===== src/rtl/lsu_if.sv =====
// rtl/lsu_if.sv - data-memory request/response bus between the load/store unit and memory
interface lsu_if;
  logic        mem_req;
  logic        mem_we;
  logic [31:0] mem_addr;
  logic [31:0] mem_wdata;
  logic [3:0]  mem_be;
  logic [31:0] mem_rdata;
  logic        mem_ack;

  modport master (
    output mem_req, mem_we, mem_addr, mem_wdata, mem_be,
    input  mem_rdata, mem_ack
  );

  modport slave (
    input  mem_req, mem_we, mem_addr, mem_wdata, mem_be,
    output mem_rdata, mem_ack
  );
endinterface


===== src/rtl/lsu.sv =====
// rtl/lsu.sv - load/store unit: one outstanding data-memory access with alignment, funct3 and timeout checks
module lsu #(
  parameter int unsigned TIMEOUT_CYCLES = 255
) (
  input  logic        clk,
  input  logic        rst,
  input  logic        start,
  input  logic        is_store,
  input  logic [2:0]  funct3,
  input  logic [31:0] addr,
  input  logic [31:0] store_data,
  output logic        busy,
  output logic        done,
  output logic        err,
  output logic [31:0] load_data,
  lsu_if.master       mem
);

  typedef enum logic [1:0] {IDLE, ACCESS, RESP} state_t;

  localparam logic [15:0] LIMIT = 16'(TIMEOUT_CYCLES - 1);

  state_t      state_q;
  logic        busy_q, done_q, err_q;
  logic [31:0] load_data_q;
  logic        req_q, we_q;
  logic [31:0] addr_q, wdata_q;
  logic [3:0]  be_q;
  logic [15:0] cnt_q;
  logic        is_store_q;
  logic [2:0]  funct3_q;
  logic [1:0]  off_q;

  logic        legal_d;
  logic [3:0]  be_d;
  logic [31:0] wdata_d;
  logic [31:0] ext_d;
  logic [7:0]  byte_d;
  logic [15:0] half_d;

  always_comb begin
    legal_d = 1'b0;
    if (is_store) begin
      case (funct3)
        3'b000:  legal_d = 1'b1;
        3'b001:  legal_d = ~addr[0];
        3'b010:  legal_d = (addr[1:0] == 2'b00);
        default: legal_d = 1'b0;
      endcase
    end else begin
      case (funct3)
        3'b000, 3'b100: legal_d = 1'b1;
        3'b001, 3'b101: legal_d = ~addr[0];
        3'b010:         legal_d = (addr[1:0] == 2'b00);
        default:        legal_d = 1'b0;
      endcase
    end
  end

  // Lane replication lets memory pick bytes by mem_be alone, without a shifter.
  always_comb begin
    be_d    = 4'b1111;
    wdata_d = store_data;
    case (funct3[1:0])
      2'b00: begin
        be_d    = 4'b0001 << addr[1:0];
        wdata_d = {4{store_data[7:0]}};
      end
      2'b01: begin
        be_d    = 4'b0011 << addr[1:0];
        wdata_d = {2{store_data[15:0]}};
      end
      default: ;
    endcase
  end

  always_comb begin
    byte_d = mem.mem_rdata[{off_q, 3'b000} +: 8];
    half_d = mem.mem_rdata[{off_q[1], 4'b0000} +: 16];
    case (funct3_q)
      3'b000:  ext_d = {{24{byte_d[7]}}, byte_d};
      3'b100:  ext_d = {24'd0, byte_d};
      3'b001:  ext_d = {{16{half_d[15]}}, half_d};
      3'b101:  ext_d = {16'd0, half_d};
      default: ext_d = mem.mem_rdata;
    endcase
  end

  always_ff @(posedge clk or posedge rst) begin
    if (rst) begin
      state_q     <= IDLE;
      busy_q      <= 1'b0;
      done_q      <= 1'b0;
      err_q       <= 1'b0;
      load_data_q <= 32'd0;
      req_q       <= 1'b0;
      we_q        <= 1'b0;
      addr_q      <= 32'd0;
      wdata_q     <= 32'd0;
      be_q        <= 4'd0;
      cnt_q       <= 16'd0;
      is_store_q  <= 1'b0;
      funct3_q    <= 3'd0;
      off_q       <= 2'd0;
    end else begin
      done_q <= 1'b0;
      case (state_q)
        IDLE: begin
          if (start) begin
            is_store_q <= is_store;
            funct3_q   <= funct3;
            off_q      <= addr[1:0];
            busy_q     <= 1'b1;
            if (legal_d) begin
              state_q <= ACCESS;
              req_q   <= 1'b1;
              we_q    <= is_store;
              addr_q  <= {addr[31:2], 2'b00};
              be_q    <= be_d;
              wdata_q <= wdata_d;
              cnt_q   <= 16'd0;
            end else begin
              state_q     <= RESP;
              done_q      <= 1'b1;
              err_q       <= 1'b1;
              load_data_q <= 32'd0;
            end
          end
        end
        ACCESS: begin
          // An ack in the limit cycle is checked first so it wins over the timeout.
          if (mem.mem_ack) begin
            state_q     <= RESP;
            req_q       <= 1'b0;
            we_q        <= 1'b0;
            be_q        <= 4'd0;
            done_q      <= 1'b1;
            err_q       <= 1'b0;
            load_data_q <= is_store_q ? 32'd0 : ext_d;
          end else if (cnt_q == LIMIT) begin
            state_q     <= RESP;
            req_q       <= 1'b0;
            we_q        <= 1'b0;
            be_q        <= 4'd0;
            done_q      <= 1'b1;
            err_q       <= 1'b1;
            load_data_q <= 32'd0;
          end else begin
            cnt_q <= cnt_q + 16'd1;
          end
        end
        RESP: begin
          state_q <= IDLE;
          busy_q  <= 1'b0;
        end
        default: state_q <= IDLE;
      endcase
    end
  end

  assign busy          = busy_q;
  assign done          = done_q;
  assign err           = err_q;
  assign load_data     = load_data_q;
  assign mem.mem_req   = req_q;
  assign mem.mem_we    = we_q;
  assign mem.mem_addr  = addr_q;
  assign mem.mem_wdata = wdata_q;
  assign mem.mem_be    = be_q;

endmodule


===== src/flat_wrapper.sv =====
// flat-port wrapper written by rule: the top's interface ports become plain ports
module lsu_flat 
#(
  parameter int unsigned TIMEOUT_CYCLES = 255
)
  (clk, rst, start, is_store, funct3, addr, store_data, busy, done, err, load_data, mem_mem_req, mem_mem_we, mem_mem_addr, mem_mem_wdata, mem_mem_be, mem_mem_rdata, mem_mem_ack);
  lsu_if mem_i ();
  input  logic clk;
  input  logic rst;
  input  logic start;
  input  logic is_store;
  input  logic [2:0] funct3;
  input  logic [31:0] addr;
  input  logic [31:0] store_data;
  output logic busy;
  output logic done;
  output logic err;
  output logic [31:0] load_data;
  output wire logic [$bits(mem_i.mem_req)-1:0] mem_mem_req;
  output wire logic [$bits(mem_i.mem_we)-1:0] mem_mem_we;
  output wire logic [$bits(mem_i.mem_addr)-1:0] mem_mem_addr;
  output wire logic [$bits(mem_i.mem_wdata)-1:0] mem_mem_wdata;
  output wire logic [$bits(mem_i.mem_be)-1:0] mem_mem_be;
  input wire logic [$bits(mem_i.mem_rdata)-1:0] mem_mem_rdata;
  input wire logic [$bits(mem_i.mem_ack)-1:0] mem_mem_ack;
  assign mem_mem_req = mem_i.mem_req;
  assign mem_mem_we = mem_i.mem_we;
  assign mem_mem_addr = mem_i.mem_addr;
  assign mem_mem_wdata = mem_i.mem_wdata;
  assign mem_mem_be = mem_i.mem_be;
  assign mem_i.mem_rdata = mem_mem_rdata;
  assign mem_i.mem_ack = mem_mem_ack;
  lsu #(.TIMEOUT_CYCLES(TIMEOUT_CYCLES)) u_core (.clk(clk), .rst(rst), .start(start), .is_store(is_store), .funct3(funct3), .addr(addr), .store_data(store_data), .busy(busy), .done(done), .err(err), .load_data(load_data), .mem(mem_i));
endmodule

===== config.mk =====
export PLATFORM = sky130hd
export DESIGN_NAME = lsu_flat
export DESIGN_NICKNAME = d
export VERILOG_FILES = /design/src/rtl/lsu_if.sv /design/src/rtl/lsu.sv /design/src/flat_wrapper.sv
export SDC_FILE = /design/constraint.sdc
export NUM_CORES = 1
export LEC_CHECK = 0
export CAP_MARGIN = 10
export CORE_MARGIN = 2
export CORE_UTILIZATION = 40
export DETAILED_ROUTE_END_ITERATION = 6
export PLACE_DENSITY_LB_ADDON = 0.15
export SETUP_SLACK_MARGIN = 0.05
export SLEW_MARGIN = 20
export SYNTH_ARGS = -nofsm -noshare
export SYNTH_HDL_FRONTEND = slang
export SYNTH_SLANG_ARGS = --single-unit

===== constraint.sdc =====
create_clock -name clk -period 8.9 [get_ports clk]
set_input_delay 1.78 -clock clk [delete_from_list [all_inputs] [get_ports clk]]
set_output_delay 1.78 -clock clk [all_outputs]
set_load 0.005 [all_outputs]

# Word level (Yosys, flattened, before mapping)
# Cells that the tools add are included.
[word_totals] ff_bits=127 in_bits=104 out_inout_bits=105 word_cells=100
[classes] addsub=1 eq_ne=17 shift=4 muxes=47 bitwise_logic=1 n_reduce_logical=16
[ops] op="$mux W32" count=5
[ops] op="$pmux W32 S2" count=2
[ops] op="$pmux W32 S4" count=1
[ops] op="$mux W16" count=4
[ops] op="$pmux W16 S2" count=1
[ops] op="$shiftx A32 B6 Y16" count=1
[ops] op="$shiftx A32 B6 Y8" count=1
[ops] op="$add A16 B1 Y16 const B" count=1
[ops] op="$eq A16 B8 Y1 const B" count=1
[ops] op="$mux W1" count=16
[ops] op="$mux W4" count=4
[ops] op="$pmux W4 S2" count=2
[ops] op="$eq A3 B3 Y1 const B" count=4
[ops] op="$pmux W1 S2" count=5
[ops] op="$mux W2" count=4
[ops] op="$ne A2 B2 Y1 const B" count=4
[ops] op="$reduce_and A4 Y1" count=2
[ops] op="$eq A3 B1 Y1 const B" count=2
[ops] op="$logic_not A2 Y1" count=3
[ops] op="$logic_not A3 Y1" count=2
[ops] op="$pmux W1 S3" count=2
[ops] op="$reduce_and A2 Y1" count=3
[ops] op="$reduce_and A5 Y1" count=1
[ops] op="$eq A2 B1 Y1 const B" count=2
[ops] op="11 further kinds" count=13

# Depth between registers and ports, before layout
# Gate-level depths: netlist of run 1.
[depth] word_depth=7 mapped_depth=8 mapped_depth_nobuf=7

# Least setup slack after synthesis of run 1
# OpenSTA, ideal clock, no wires.
[synth_path] kind="input to register" from="in start" to="reg u_core.we_q (netlist: u_core.mem.mem_we)" setup_ns=0.067 arrival_time_ns=3.281 required_ns=8.833 path_slack_ns=5.552 path_stages=5 path_buffers=2 path_cell_list="or3b_2 > clkbuf_1 > a21oi_1 > clkbuf_1 > a22o_1"
[synth_between] elab_chain_cells=2
[synth_rtl] element="from (decl)" line_no="flat_wrapper.sv:10" rtl="input logic start;"
[synth_rtl] element="$ne A2 B2 Y1 (no source line)"
[synth_rtl] element="$reduce_and A4 Y1 (no source line)"
[synth_rtl] element="to (signal assigned)" line_no="lsu.sv:117" rtl="we_q <= is_store;"
[synth_rtl] element="to (decl)" line_no="lsu.sv:26" rtl="logic req_q, we_q;"
# Every way passes these cells.
# A chain may end at the register's enable or synchronous reset.

# Worst setup path in the final report of run 1
[layout_path] from="in funct3[0]" to="reg u_core.wdata_q[9] (netlist: u_core.mem.mem_wdata[9])"
[layout_between] elab_chain_cells=5 elab_cells_between_ends=14 classes_between="eq/ne: 5; mux: 4; reduce/logical: 5"
[layout_rtl] element="from (decl)" line_no="flat_wrapper.sv:12" rtl="input logic [2:0] funct3;"
[layout_rtl] element="$eq A3 B1 Y1 (tied with other cells)" line_no="lsu.sv:44, lsu.sv:51"
[layout_rtl] element="$reduce_or A2 Y1" line_no="lsu.sv:51" rtl="case (funct3)"
[layout_rtl] element="$pmux W1 S3" line_no="lsu.sv:51"
[layout_rtl] element="$mux W1" line_no="lsu.sv:43" rtl="if (is_store) begin"
[layout_rtl] element="$reduce_and A3 Y1 (no source line)"
[layout_rtl] element="to (signal assigned)" line_no="lsu.sv:120" rtl="wdata_q <= wdata_d;"
[layout_rtl] element="to (decl)" line_no="lsu.sv:27" rtl="logic [31:0] addr_q, wdata_q;"
# Several ways; a longest one is shown, not always the timed one.

==> results of run 1 <==
[kinds of logic after synthesis]
logic type	after synthesis	synth area share [%]
adder cells (fa/ha/maj)	2	0.413
AO/OA/AOI/OAI	141	15.5
flip-flops	127	52.5
multiplexers	40	8.41
buffers and inverters	58	3.93
AND/OR/NAND/NOR	255	18.0
XOR/XNOR	8	1.16
other	1	0.0619
[placed cells by master (no fill, tap or decap), types with 3 or more instances in the layout]
master	synthesis	layout
sky130_fd_sc_hd__clkdlybuf4s50_1	0	206
sky130_fd_sc_hd__nand2_1	140	139
sky130_fd_sc_hd__dfrtp_1	127	127
sky130_fd_sc_hd__nor2_1	68	68
sky130_fd_sc_hd__a21oi_1	54	53
sky130_fd_sc_hd__o2bb2ai_1	29	29
sky130_fd_sc_hd__o21ai_0	25	25
sky130_fd_sc_hd__mux2i_1	25	25
sky130_fd_sc_hd__nand2b_1	17	17
sky130_fd_sc_hd__clkbuf_16	0	17
sky130_fd_sc_hd__inv_1	16	15
sky130_fd_sc_hd__a221o_1	10	10
sky130_fd_sc_hd__mux4_2	8	8
sky130_fd_sc_hd__o22ai_1	8	8
sky130_fd_sc_hd__mux2_2	7	7
sky130_fd_sc_hd__a32o_1	7	7
sky130_fd_sc_hd__nand3_1	6	6
sky130_fd_sc_hd__xor2_1	6	6
sky130_fd_sc_hd__buf_4	2	5
sky130_fd_sc_hd__clkinv_2	0	4
sky130_fd_sc_hd__nand4_1	3	3
sky130_fd_sc_hd__nor2b_1	3	3
sky130_fd_sc_hd__clkbuf_8	0	3
sky130_fd_sc_hd__clkinvlp_4	0	3
[per-stage QoR]
stage / hold WS, ns / instances / instance area, µm²
after floorplan: 0.450 / 633 / 6060
after global placement: 0.457 / 986 / 8230
after detailed placement: 0.461 / 986 / 8230
after CTS: 0.475 / 1018 / 8810
after global routing: 0.493 / 1018 / 8820
final: 0.470 / 1018 / 8820
[worst register-to-register path: stages, from the launching register on]
cell,delay (ns)
sky130_fd_sc_hd__dfrtp_1,1.04
sky130_fd_sc_hd__mux4_2,0.65
sky130_fd_sc_hd__a221o_1,0.33
sky130_fd_sc_hd__nand2_1,0.42
sky130_fd_sc_hd__o2bb2ai_1,0.16
[power by group through the flow]
stage / logic, mW / registers (mW) / clock network (mW)
detailed placement: 0.672 / 0.849 / 0
finish: 0.670 / 0.845 / 0.679
CTS: 0.676 / 0.845 / 0.695
global placement: 0.662 / 0.846 / 0
floorplan: 0.292 / 0.822 / 0
global route: 0.734 / 0.866 / 0.725
[state kept, by name, indices dropped and copies added (netlist names)]
signal,cells
u_core.state_q,2
u_core.is_store_q,1
u_core.mem.mem_we,1
u_core.err,1
u_core.funct3_q,3
u_core.mem.mem_addr,30
u_core.off_q,2
u_core.mem.mem_wdata,32
u_core.load_data,32
u_core.done,1
u_core.mem.mem_req,1
u_core.busy,1
u_core.cnt_q,16
u_core.mem.mem_be,4
[worst max path at each step]
| stage | from | endpoint | slack [ns] | cells after the start |
|---|---|---|---|---|
| CTS | funct3[0] | u_core.mem.mem_wdata[13] | 4.70 | 6 |
| global route | funct3[0] | u_core.mem.mem_wdata[13] | 4.49 | 6 |
| global placement | funct3[0] | u_core.mem.mem_wdata[30] | 4.35 | 6 |
| finish | funct3[0] | u_core.mem.mem_wdata[9] | 4.67 | 6 |
| floorplan | rst | u_core.busy | 3.74 | 1 |
| detailed placement | funct3[0] | u_core.mem.mem_wdata[25] | 4.27 | 6 |
[layer usage]
metal  track usage (%)  up-vias  wire (µm)
met4              9.24        0        398
met3              8.71       28       1540
met1              27.7     2563       7270
li1                  -     2575          -
met2              35.0      197       8340
met5                 0        -          0
[area by class of cell]
type,count,area share [%]
well taps,184,2.61
flip-flops and latches,127,36.0
inverters,16,0.710
repair buffers,211,23.8
clock inverters,10,1.26
clock buffers,22,5.38
multi-input cells,448,30.2
==> Flow_metrics.wiki, run 1 <==
{| class="wikitable"
! Metric !! Value
|-
| Clock root buffer master || sky130_fd_sc_hd__clkbuf_16
|-
| Minimum clock period || 4.23 ns
|-
| Sequential standard cell area || 0.00318 mm²
|-
| Async set-reset flop share out of synthesis || between 90% and 100%
|-
| Required @ worst endpoint || 9.24 ns
|-
| Maximum number of pins on one net before global-route repair || 72
|-
| DR vias || 5363
|-
| Status || completed
|-
| Post-CTS Hold Buffers || 0
|-
| Power Density || about 250 mW/mm²
|-
| Total number of placement rows || 44
|-
| Number of setup violations in the final report || 0
|-
| Sinks on the clock net || 127
|-
| Relative contribution of the clock network to total power || between 30% and 40%
|-
| Largest delay contributor family on the critical path || buffers and inverters
|-
| Iteration count of the initial detailed-routing pass || 5
|-
| Leading cell types by count after synthesis || sky130_fd_sc_hd__nand2_1 (140), sky130_fd_sc_hd__dfrtp_1 (127), sky130_fd_sc_hd__nor2_1 (68)
|-
| Core Util, Final || between 60% and 70%
|-
| First-pass GRT wire length || roughly 28 mm
|-
| Cell count of the worst reg-to-reg path || 4
|-
| Fraction of synthesized cell area taken by the top area cell type || 52.5%
|-
| Endpoint of the worst hold-timing path || u_core.mem.mem_wdata[7]
|-
| Largest fanout on the critical path || 71
|-
| Register bit total from synthesis || 127
|-
| Most area-hungry cell type in the Yosys netlist || sky130_fd_sc_hd__dfrtp_1
|-
| Post-route total power || 2.19 mW
|-
| Startpoint of the worst hold path || u_core.mem.mem_wdata[7]
|-
| End of the worst register-to-register path || u_core.load_data[20]
|-
| Cell-by-cell trace of the critical path || clkdlybuf4s50_1, or4_1, a21oi_4, buf_4, nor2_1, a21oi_1
|-
| Final Hold Fails || 0
|-
| Number of filler instances in the final layout || approximately 1.2k
|-
| Count leader, synth || sky130_fd_sc_hd__nand2_1
|-
| Cell area after synthesis || between 0.006 and 0.007 mm²
|-
| Synthesized netlist cell count || roughly 630
|-
| Count of distinct cell types in the synthesized netlist || 48
|-
| Logic gate share of total power || 30.5%
|-
| Maximum achievable frequency || around 0.24 GHz
|-
| Number of antenna violations at the first check in global routing || 0
|-
| Die Width || 127 µm
|-
| Max-slew violation total from the final report || 0
|-
| Overall track demand over capacity in global routing || 22.3%
|-
| Count of cells along the worst hold path || 2
|-
| Dominant synthesized flop cell || sky130_fd_sc_hd__dfrtp_1
|-
| Layout overhead on the synthesized area || 45.6%
|-
| CP Buf/Inv Count || 2
|-
| Transition at the pin with the smallest max-transition slack || 1.07 ns
|-
| Synthesis warning total || 0
|-
| Initial core utilization || 41.3%
|-
| Net switching share of the total power || 29.2%
|-
| Initial drt markers || between 300 and 400
|-
| Switching power || 0.641 mW
|-
| Post-detailed-route count of antenna-violating nets || 0
|-
| Max Cap Violations || 0
|-
| Sequential share of power || 38.5%
|-
| Hold Path Class || reg2reg
|-
| Wire length after detailed routing || 17.5 mm
|-
| # H-tree levels || 4
|-
| Longest individual stage delay on the worst path || approximately 0.76 ns
|-
| Area contributors post-synth || sky130_fd_sc_hd__dfrtp_1 (52%), sky130_fd_sc_hd__nand2_1 (8.7%), sky130_fd_sc_hd__a21oi_1 (4.5%)
|-
| Post-route setup TNS || 0 ns
|-
| Multi-input logic area || 0.00266 mm²
|-
| Die outline height || ~130 µm
|-
| Longest Clk Path Bufs || 2
|-
| Post-synth EDFFs || 0
|-
| Port Buf Inserts || roughly 200
|-
| CTS tree || done
|-
| CP Launch Type || input port
|-
| Core Area || 0.0146 mm²
|-
| Relative max-transition margin || between 20% and 30%
|-
| Post-detailed-route wirelength per cell || 17.2 µm
|-
| Post-detailed-placement half-perimeter wirelength || around 13 mm
|-
| Remaining Overflow, GRT || 0
|-
| Portion of the post-synthesis area used by sequential elements || 52.5%
|-
| Setup WS post-layout || 4.67 ns
|-
| Capturing element type of the critical path || register
|-
| Post-CTS clock slew at the launch and capture registers of the worst setup and hold paths || roughly 0.060 ns
|-
| Number of post-CTS setup repair buffers || 0
|-
| Internal power of the cells || 1.55 mW
|-
| Clk Latency, worst-skew pair || roughly 0.42 ns
|-
| Reg-to-reg setup timing slack || slightly above 6 ns
|-
| Total of cells resized after clock tree synthesis || 0
|-
| Worst supply voltage drop on vdd || 142 µV
|-
| Worst setup slack before clock tree synthesis || between 4 and 5 ns
|-
| Final cycle utilization of the critical path || 47.5%
|-
| Number of I/O pins || roughly 210
|-
| Area of the die || 0.0161 mm²
|-
| Kind of critical path || in2reg
|-
| Startpoint of the worst register-to-register path || u_core.off_q[1]
|-
| Layout cell share with drive strength beyond 1 || 6.95%
|-
| Diodes inserted || 0
|-
| Clock buffer count from CTS || 17
|-
| RSZ-0062 raised after global routing || false
|-
| Vias per cell || 5.27
|-
| GPL Wtd Cong || ~0.85
|-
| Vias in the first global route || 5315
|-
| Avg Synthesized Cell Area || 9.58 µm²
|-
| Final net count || slightly above 900
|-
| Signal arrival time at the worst endpoint || 4.57 ns
|-
| Static power due to leakage || 3.87 nW
|-
| Master of the slowest instance on the critical path || sky130_fd_sc_hd__clkdlybuf4s50_1
|-
| Layout Skew || just over 0.01 ns
|-
| Post-route DRC violation count || 0
|}
No activity file was read; power rests on OpenSTA's default activity.
==> run 2: changes to the inputs <==
==> constraint.sdc (replaced) <==
create_clock -name clk -period 3.7 [get_ports clk]
set_input_delay 0.74 -clock clk [delete_from_list [all_inputs] [get_ports clk]]
set_output_delay 0.74 -clock clk [all_outputs]
set_load 0.005 [all_outputs]
==> Flow_metrics.wiki, run 2 (synthesized netlist as in run 1, its figures left out) <==
{| class="wikitable"
! Metric !! Value
|-
| Max Cap Violations || 0
|-
| Non-filler instance count after layout || around 1.0k
|-
| Wire length after detailed routing || between 15 and 20 mm
|-
| Remaining Overflow, GRT || 0
|-
| Post-CTS Hold Buffers || 0
|-
| DR vias || between 5k and 6k
|-
| Maximum number of pins on one net before global-route repair || 73
|-
| Switching power || 1.57 mW
|-
| Net switching share of the total power || 29.4%
|-
| Largest fanout on the critical path || 7
|-
| Placed standard-cell area || around 0.0083 mm²
|-
| Number of I/O pins || 209
|-
| Number of post-CTS setup repair buffers || 0
|-
| Core Area || approximately 0.015 mm²
|-
| Area of the die || 0.0161 mm²
|-
| Most common library cell in the layout ignoring fill and taps || sky130_fd_sc_hd__clkdlybuf4s50_1
|-
| Max-slew violation total from the final report || 0
|-
| GPL Wtd Cong || 0.859
|-
| Cell count of the worst reg-to-reg path || 7
|-
| Relative max-transition margin || 43.7%
|-
| RSZ-0062 raised after global routing || false
|-
| # H-tree levels || 4
|-
| Count of cells along the worst hold path || 2
|-
| Hold Path Class || reg2reg
|-
| Post-layout instance area || 0.00888 mm²
|-
| Total placed cells including tap cells || 990
|-
| Initial drt markers || 370
|-
| Final Hold Fails || 0
|-
| Number of setup violations in the final report || 0
|-
| Port Buf Inserts || 206
|-
| CP Launch Type || register
|-
| Clock buffer count from CTS || 17
|-
| Capturing element type of the critical path || register
|-
| Static power due to leakage || 3.88 nW
|-
| Clock root buffer master || sky130_fd_sc_hd__clkbuf_16
|-
| Number of antenna violations at the first check in global routing || 2
|-
| Sinks on the clock net || 127
|-
| Post-route DRC violation count || 0
|-
| Post-route setup TNS || 0 ns
|-
| Relative contribution of the clock network to total power || 31.4%
|-
| Post-detailed-route count of antenna-violating nets || 0
|-
| Post-detailed-route wirelength per cell || roughly 18 µm
|-
| Die Width || about 130 µm
|-
| Status || completed
|-
| Signal arrival time at the worst endpoint || 2.88 ns
|-
| Vias in the first global route || between 5k and 6k
|-
| Commonest cells after routing, fill and taps aside || sky130_fd_sc_hd__clkdlybuf4s50_1 (206), sky130_fd_sc_hd__nand2_1 (139), sky130_fd_sc_hd__dfrtp_1 (127)
|-
| Sequential share of power || 38.1%
|-
| Iteration count of the initial detailed-routing pass || 5
|-
| Layout cell share with drive strength beyond 1 || 7.17%
|-
| CTS tree || done
|-
| Total of cells resized after clock tree synthesis || 0
|-
| Die outline height || 127 µm
|-
| Post-CTS clock slew at the launch and capture registers of the worst setup and hold paths || 0.05 ns
|-
| Timing startpoint of the critical path || u_core.cnt_q[0]
|-
| First-pass GRT wire length || 28.4 mm
|-
| Power Density || between 600 and 700 mW/mm²
|-
| Worst supply voltage drop on vdd || about 350 µV
|-
| Minimum clock period || between 2 and 3 ns
|-
| Kind of critical path || reg2reg
|-
| Startpoint of the worst register-to-register path || u_core.cnt_q[0]
|-
| Final net count || 931
|-
| Total number of placement rows || 44
|-
| Transition at the pin with the smallest max-transition slack || 0.842 ns
|-
| Layout Skew || 0.00763 ns
|-
| Clk Latency, worst-skew pair || 0.42 ns
|-
| Vias per cell || 5.26
|-
| Overall track demand over capacity in global routing || approximately 23%
|-
| Initial core utilization || 41.3%
|-
| Layout overhead on the synthesized area || 46.6%
|-
| Final cycle utilization of the critical path || between 60% and 70%
|-
| Post-Route Hold Slack || 0.484 ns
|-
| Startpoint of the worst hold path || u_core.mem.mem_wdata[28]
|-
| Post-detailed-placement half-perimeter wirelength || ~13 mm
|-
| Required @ worst endpoint || 4.00 ns
|-
| Maximum achievable frequency || 0.388 GHz
|-
| Logic gate share of total power || a little under a third
|-
| Number of filler instances in the final layout || 1269
|-
| Internal power of the cells || between 3 and 4 mW
|-
| Longest Clk Path Bufs || 2
|}
run 2: cell count changes in the layout (fill, tap and decap cells not counted), moves of 2 or more:
| cell | delta |
|---|---|
| sky130_fd_sc_hd__diode_2 | +2 |
| sky130_fd_sc_hd__buf_4 | +2 |
| sky130_fd_sc_hd__buf_12 | +2 |
| sky130_fd_sc_hd__clkbuf_8 | -2 |
| sky130_fd_sc_hd__clkinv_2 | -2 |
| sky130_fd_sc_hd__clkinvlp_4 | +2 |
run 2: per-stage QoR:
stage          worst slack, ns  power [mW]  utilization [%]
6_report                  1.12        5.34             60.6
3_3_place_gp             0.806        3.65             56.6
3_5_place_dp             0.720        3.68             56.6
5_1_grt                  0.960        5.65             60.6
4_1_cts                   1.08        5.39             60.6
2_1_floorplan             1.39        2.68                -
run 2: power by group through the flow:
stage | Clock [mW] | Combinational [mW] | Sequential, mW
2_1_floorplan | 0 | 0.702 | 1.98
3_3_place_gp | 0 | 1.62 | 2.04
3_5_place_dp | 0 | 1.64 | 2.03
4_1_cts | 1.71 | 1.65 | 2.03
5_1_grt | 1.77 | 1.79 | 2.09
6_report | 1.68 | 1.63 | 2.03
run 2: final cells by class:
cell class	instances	area, µm²	share of cell area (%)
repair buffers	215	2150	24.3
multi-input cells	448	2660	29.9
inverters	16	63.8	0.719
clock inverters	10	139	1.56
flip-flops and latches	127	3180	35.8
clock buffers	21	450	5.07
well taps	184	230	2.59
diodes	2	5.00	0.0564
run 2: critical path: stages (launching register included):
cell and delay, ns:
sky130_fd_sc_hd__dfrtp_1 0.42, sky130_fd_sc_hd__inv_1 0.08, sky130_fd_sc_hd__ha_1 0.13, sky130_fd_sc_hd__or4b_1 0.42, sky130_fd_sc_hd__or4_1 0.69, sky130_fd_sc_hd__nand2_1 0.25, sky130_fd_sc_hd__o21ai_1 0.23, sky130_fd_sc_hd__a22o_1 0.24
run 2: final timing paths:
path / slack (ns) / endpoint
setup / recovery: 1.12 / u_core.mem.mem_we
hold / removal: 0.48 / u_core.mem.mem_wdata[28]
setup reg to reg: 1.12 / u_core.mem.mem_we
hold reg to reg: 0.48 / u_core.mem.mem_wdata[28]
max in group asynchronous: 2.07 / u_core.mem.mem_addr[2]
min in group asynchronous: 0.79 / u_core.mem.mem_addr[31]
run 2: per-layer routing:
metal / global-route usage [%] / up-vias / routed length (µm)
met5: 0 / - / 0
met4: 6.59 / 0 / 333
met3: 8.88 / 24 / 1370
met2: 35.8 / 181 / 8560
met1: 29.1 / 2600 / 7700
li1: - / 2571 / -
==> run 3: changes to the inputs <==
==> constraint.sdc (replaced) <==
create_clock -name clk -period 2.48 [get_ports clk]
set_input_delay 0.496 -clock clk [delete_from_list [all_inputs] [get_ports clk]]
set_output_delay 0.496 -clock clk [all_outputs]
set_load 0.005 [all_outputs]
==> Flow_metrics.wiki, run 3 (synthesized netlist as in run 1, its figures left out) <==
{| class="wikitable"
! Metric !! Value
|-
| GPL Wtd Cong || 0.877
|-
| Number of post-CTS setup repair buffers || 0
|-
| Diodes inserted || 0
|-
| Required @ worst endpoint || 2.81 ns
|-
| Longest Clk Path Bufs || 2
|-
| Number of antenna violations at the first check in global routing || 0
|-
| CP Launch Type || register
|-
| Iteration count of the initial detailed-routing pass || 5
|-
| Remaining Overflow, GRT || 0
|-
| Static power due to leakage || ~4 nW
|-
| Post-layout instance area || 0.00911 mm²
|-
| Wire length after detailed routing || 17.9 mm
|-
| Area of the die || about 0.016 mm²
|-
| Capturing element type of the critical path || register
|-
| Number of filler instances in the final layout || ~1.2k
|-
| Layout Skew || 0.00938 ns
|-
| Kind of critical path || reg2reg
|-
| Power Density || roughly 910 mW/mm²
|-
| Port Buf Inserts || 206
|-
| First-pass GRT wire length || around 28 mm
|-
| Overall track demand over capacity in global routing || between 20% and 30%
|-
| Post-detailed-route wirelength per cell || roughly 17 µm
|-
| Cell-by-cell trace of the critical path || inv_1, ha_1, or4b_1, or4_4, buf_4, and2_1, nand2_1, mux2i_1
|-
| Final Hold Fails || 0
|-
| Vias per cell || roughly 5.3
|-
| Max Cap Violations || 0
|-
| Worst supply voltage drop on vdd || 640 µV
|-
| Vias in the first global route || ~5.4k
|-
| Post-route DRC violation count || 0
|-
| Number of setup violations in the final report || 0
|-
| Relative max-transition margin || 41.8%
|-
| DR vias || between 5k and 6k
|-
| Number of I/O pins || 209
|-
| Placed standard-cell area || 0.00847 mm²
|-
| Longest individual stage delay on the worst path || 0.57 ns
|-
| Total of cells resized after clock tree synthesis || 0
|-
| Minimum clock period || 2.31 ns
|-
| Total number of placement rows || 44
|-
| Initial core utilization || 41.3%
|-
| Cell count of the worst reg-to-reg path || 8
|-
| Core Area || 0.0146 mm²
|-
| CTS tree || done
|-
| Master of the slowest instance on the critical path || sky130_fd_sc_hd__or4_4
|-
| Worst setup slack before clock tree synthesis || -0.0434 ns
|-
| Maximum number of pins on one net before global-route repair || between 70 and 80
|-
| Clock root buffer master || sky130_fd_sc_hd__clkbuf_16
|-
| Initial drt markers || 409
|-
| Hold Path Class || in2async
|-
| Die outline height || 127 µm
|-
| Maximum achievable frequency || 0.433 GHz
|-
| Largest fanout on the critical path || 4
|-
| Post-detailed-placement half-perimeter wirelength || 13.0 mm
|-
| Layout cell share with drive strength beyond 1 || 9.25%
|-
| Commonest cells after routing, fill and taps aside || sky130_fd_sc_hd__clkdlybuf4s50_1 (206), sky130_fd_sc_hd__nand2_1 (139), sky130_fd_sc_hd__dfrtp_1 (127)
|-
| Post-detailed-route count of antenna-violating nets || 0
|-
| Sinks on the clock net || between 100 and 150
|-
| RSZ-0062 raised after global routing || false
|-
| Post-CTS Hold Buffers || 0
|-
| Setup WS post-layout || 0.169 ns
|-
| Clk Latency, worst-skew pair || approximately 0.42 ns
|-
| Post-route total power || 8.27 mW
|-
| Most common library cell in the layout ignoring fill and taps || sky130_fd_sc_hd__clkdlybuf4s50_1
|-
| Transition at the pin with the smallest max-transition slack || approximately 0.87 ns
|-
| Final net count || 947
|-
| # H-tree levels || 4
|-
| Max-slew violation total from the final report || 0
|-
| Die Width || 127 µm
|-
| Clock buffer count from CTS || 17
|-
| Post-CTS clock slew at the launch and capture registers of the worst setup and hold paths || 0.06 ns
|-
| Layout overhead on the synthesized area || 50.5%
|-
| Signal arrival time at the worst endpoint || 2.64 ns
|-
| Core Util, Final || 62.2%
|-
| Final cycle utilization of the critical path || 93.2%
|-
| Status || completed
|}
==> run 3: changes by cell type in the layout (fill, tap and decap cells not counted) <==
cell,delta
sky130_fd_sc_hd__clkbuf_8,-1
sky130_fd_sc_hd__or4_1,-1
sky130_fd_sc_hd__inv_6,+2
sky130_fd_sc_hd__buf_12,+5
sky130_fd_sc_hd__diode_2,-2
sky130_fd_sc_hd__or4_4,+1
sky130_fd_sc_hd__clkbuf_1,-1
sky130_fd_sc_hd__clkinv_2,-1
sky130_fd_sc_hd__bufinv_16,+2
sky130_fd_sc_hd__buf_4,+11
==> run 3: report_power, final <==
| part | internal (mW) | switching (mW) |
|---|---|---|
| clock network | 1.79 | 0.933 |
| logic | 1.50 | 1.08 |
| registers | 2.60 | 0.367 |
| total | 5.89 | 2.38 |
==> run 3: final cells by class <==
cell class / instances / area [µm²] / share of cell area [%]
clock buffers: 19 / 433 / 4.75
clock inverters: 13 / 211 / 2.32
inverters: 16 / 63.8 / 0.700
multi-input cells: 448 / 2660 / 29.2
flip-flops and latches: 127 / 3180 / 34.9
well taps: 184 / 230 / 2.53
repair buffers: 231 / 2340 / 25.6
==> run 3: metal layers <==
layer	vias to the layer above	track usage, %	wire, µm
li1	2602	-	-
met3	27	8.88	1510
met2	215	35.3	8420
met5	-	0	0
met4	0	7.30	350
met1	2637	29.0	7580
==> run 3: metrics by stage <==
step	TNS [ns]	instances	hold WS (ns)
final	0	1038	0.398
after global routing	0	1038	0.407
after CTS	0	1038	0.383
after detailed placement	-0.228	1006	0.462
after global placement	0	1006	0.457
after floorplan	0	633	0.450
==> run 3: critical path, delay by kind of cell, from the launching register on <==
kind / cells / cell delay, ns
muxes: 1 / 0.19
adders and majority gates: 1 / 0.15
DFF: 1 / 0.39
buffers and inverters: 2 / 0.23
and+or+nand+nor: 4 / 1.28
==> run 3: worst paths after layout <==
check	from	endpoint	slack, ns
max in group asynchronous	rst	u_core.mem.mem_wdata[14]	1.54
worst min register to register	u_core.mem.mem_addr[8]	u_core.mem.mem_addr[8]	0.47
min in group clk	u_core.mem.mem_addr[8]	u_core.mem.mem_addr[8]	0.47
worst min-delay path	rst	u_core.mem.mem_wdata[29]	0.40
worst max-delay path	u_core.cnt_q[0]	u_core.cnt_q[2]	0.17
worst max register to register	u_core.cnt_q[0]	u_core.cnt_q[2]	0.17
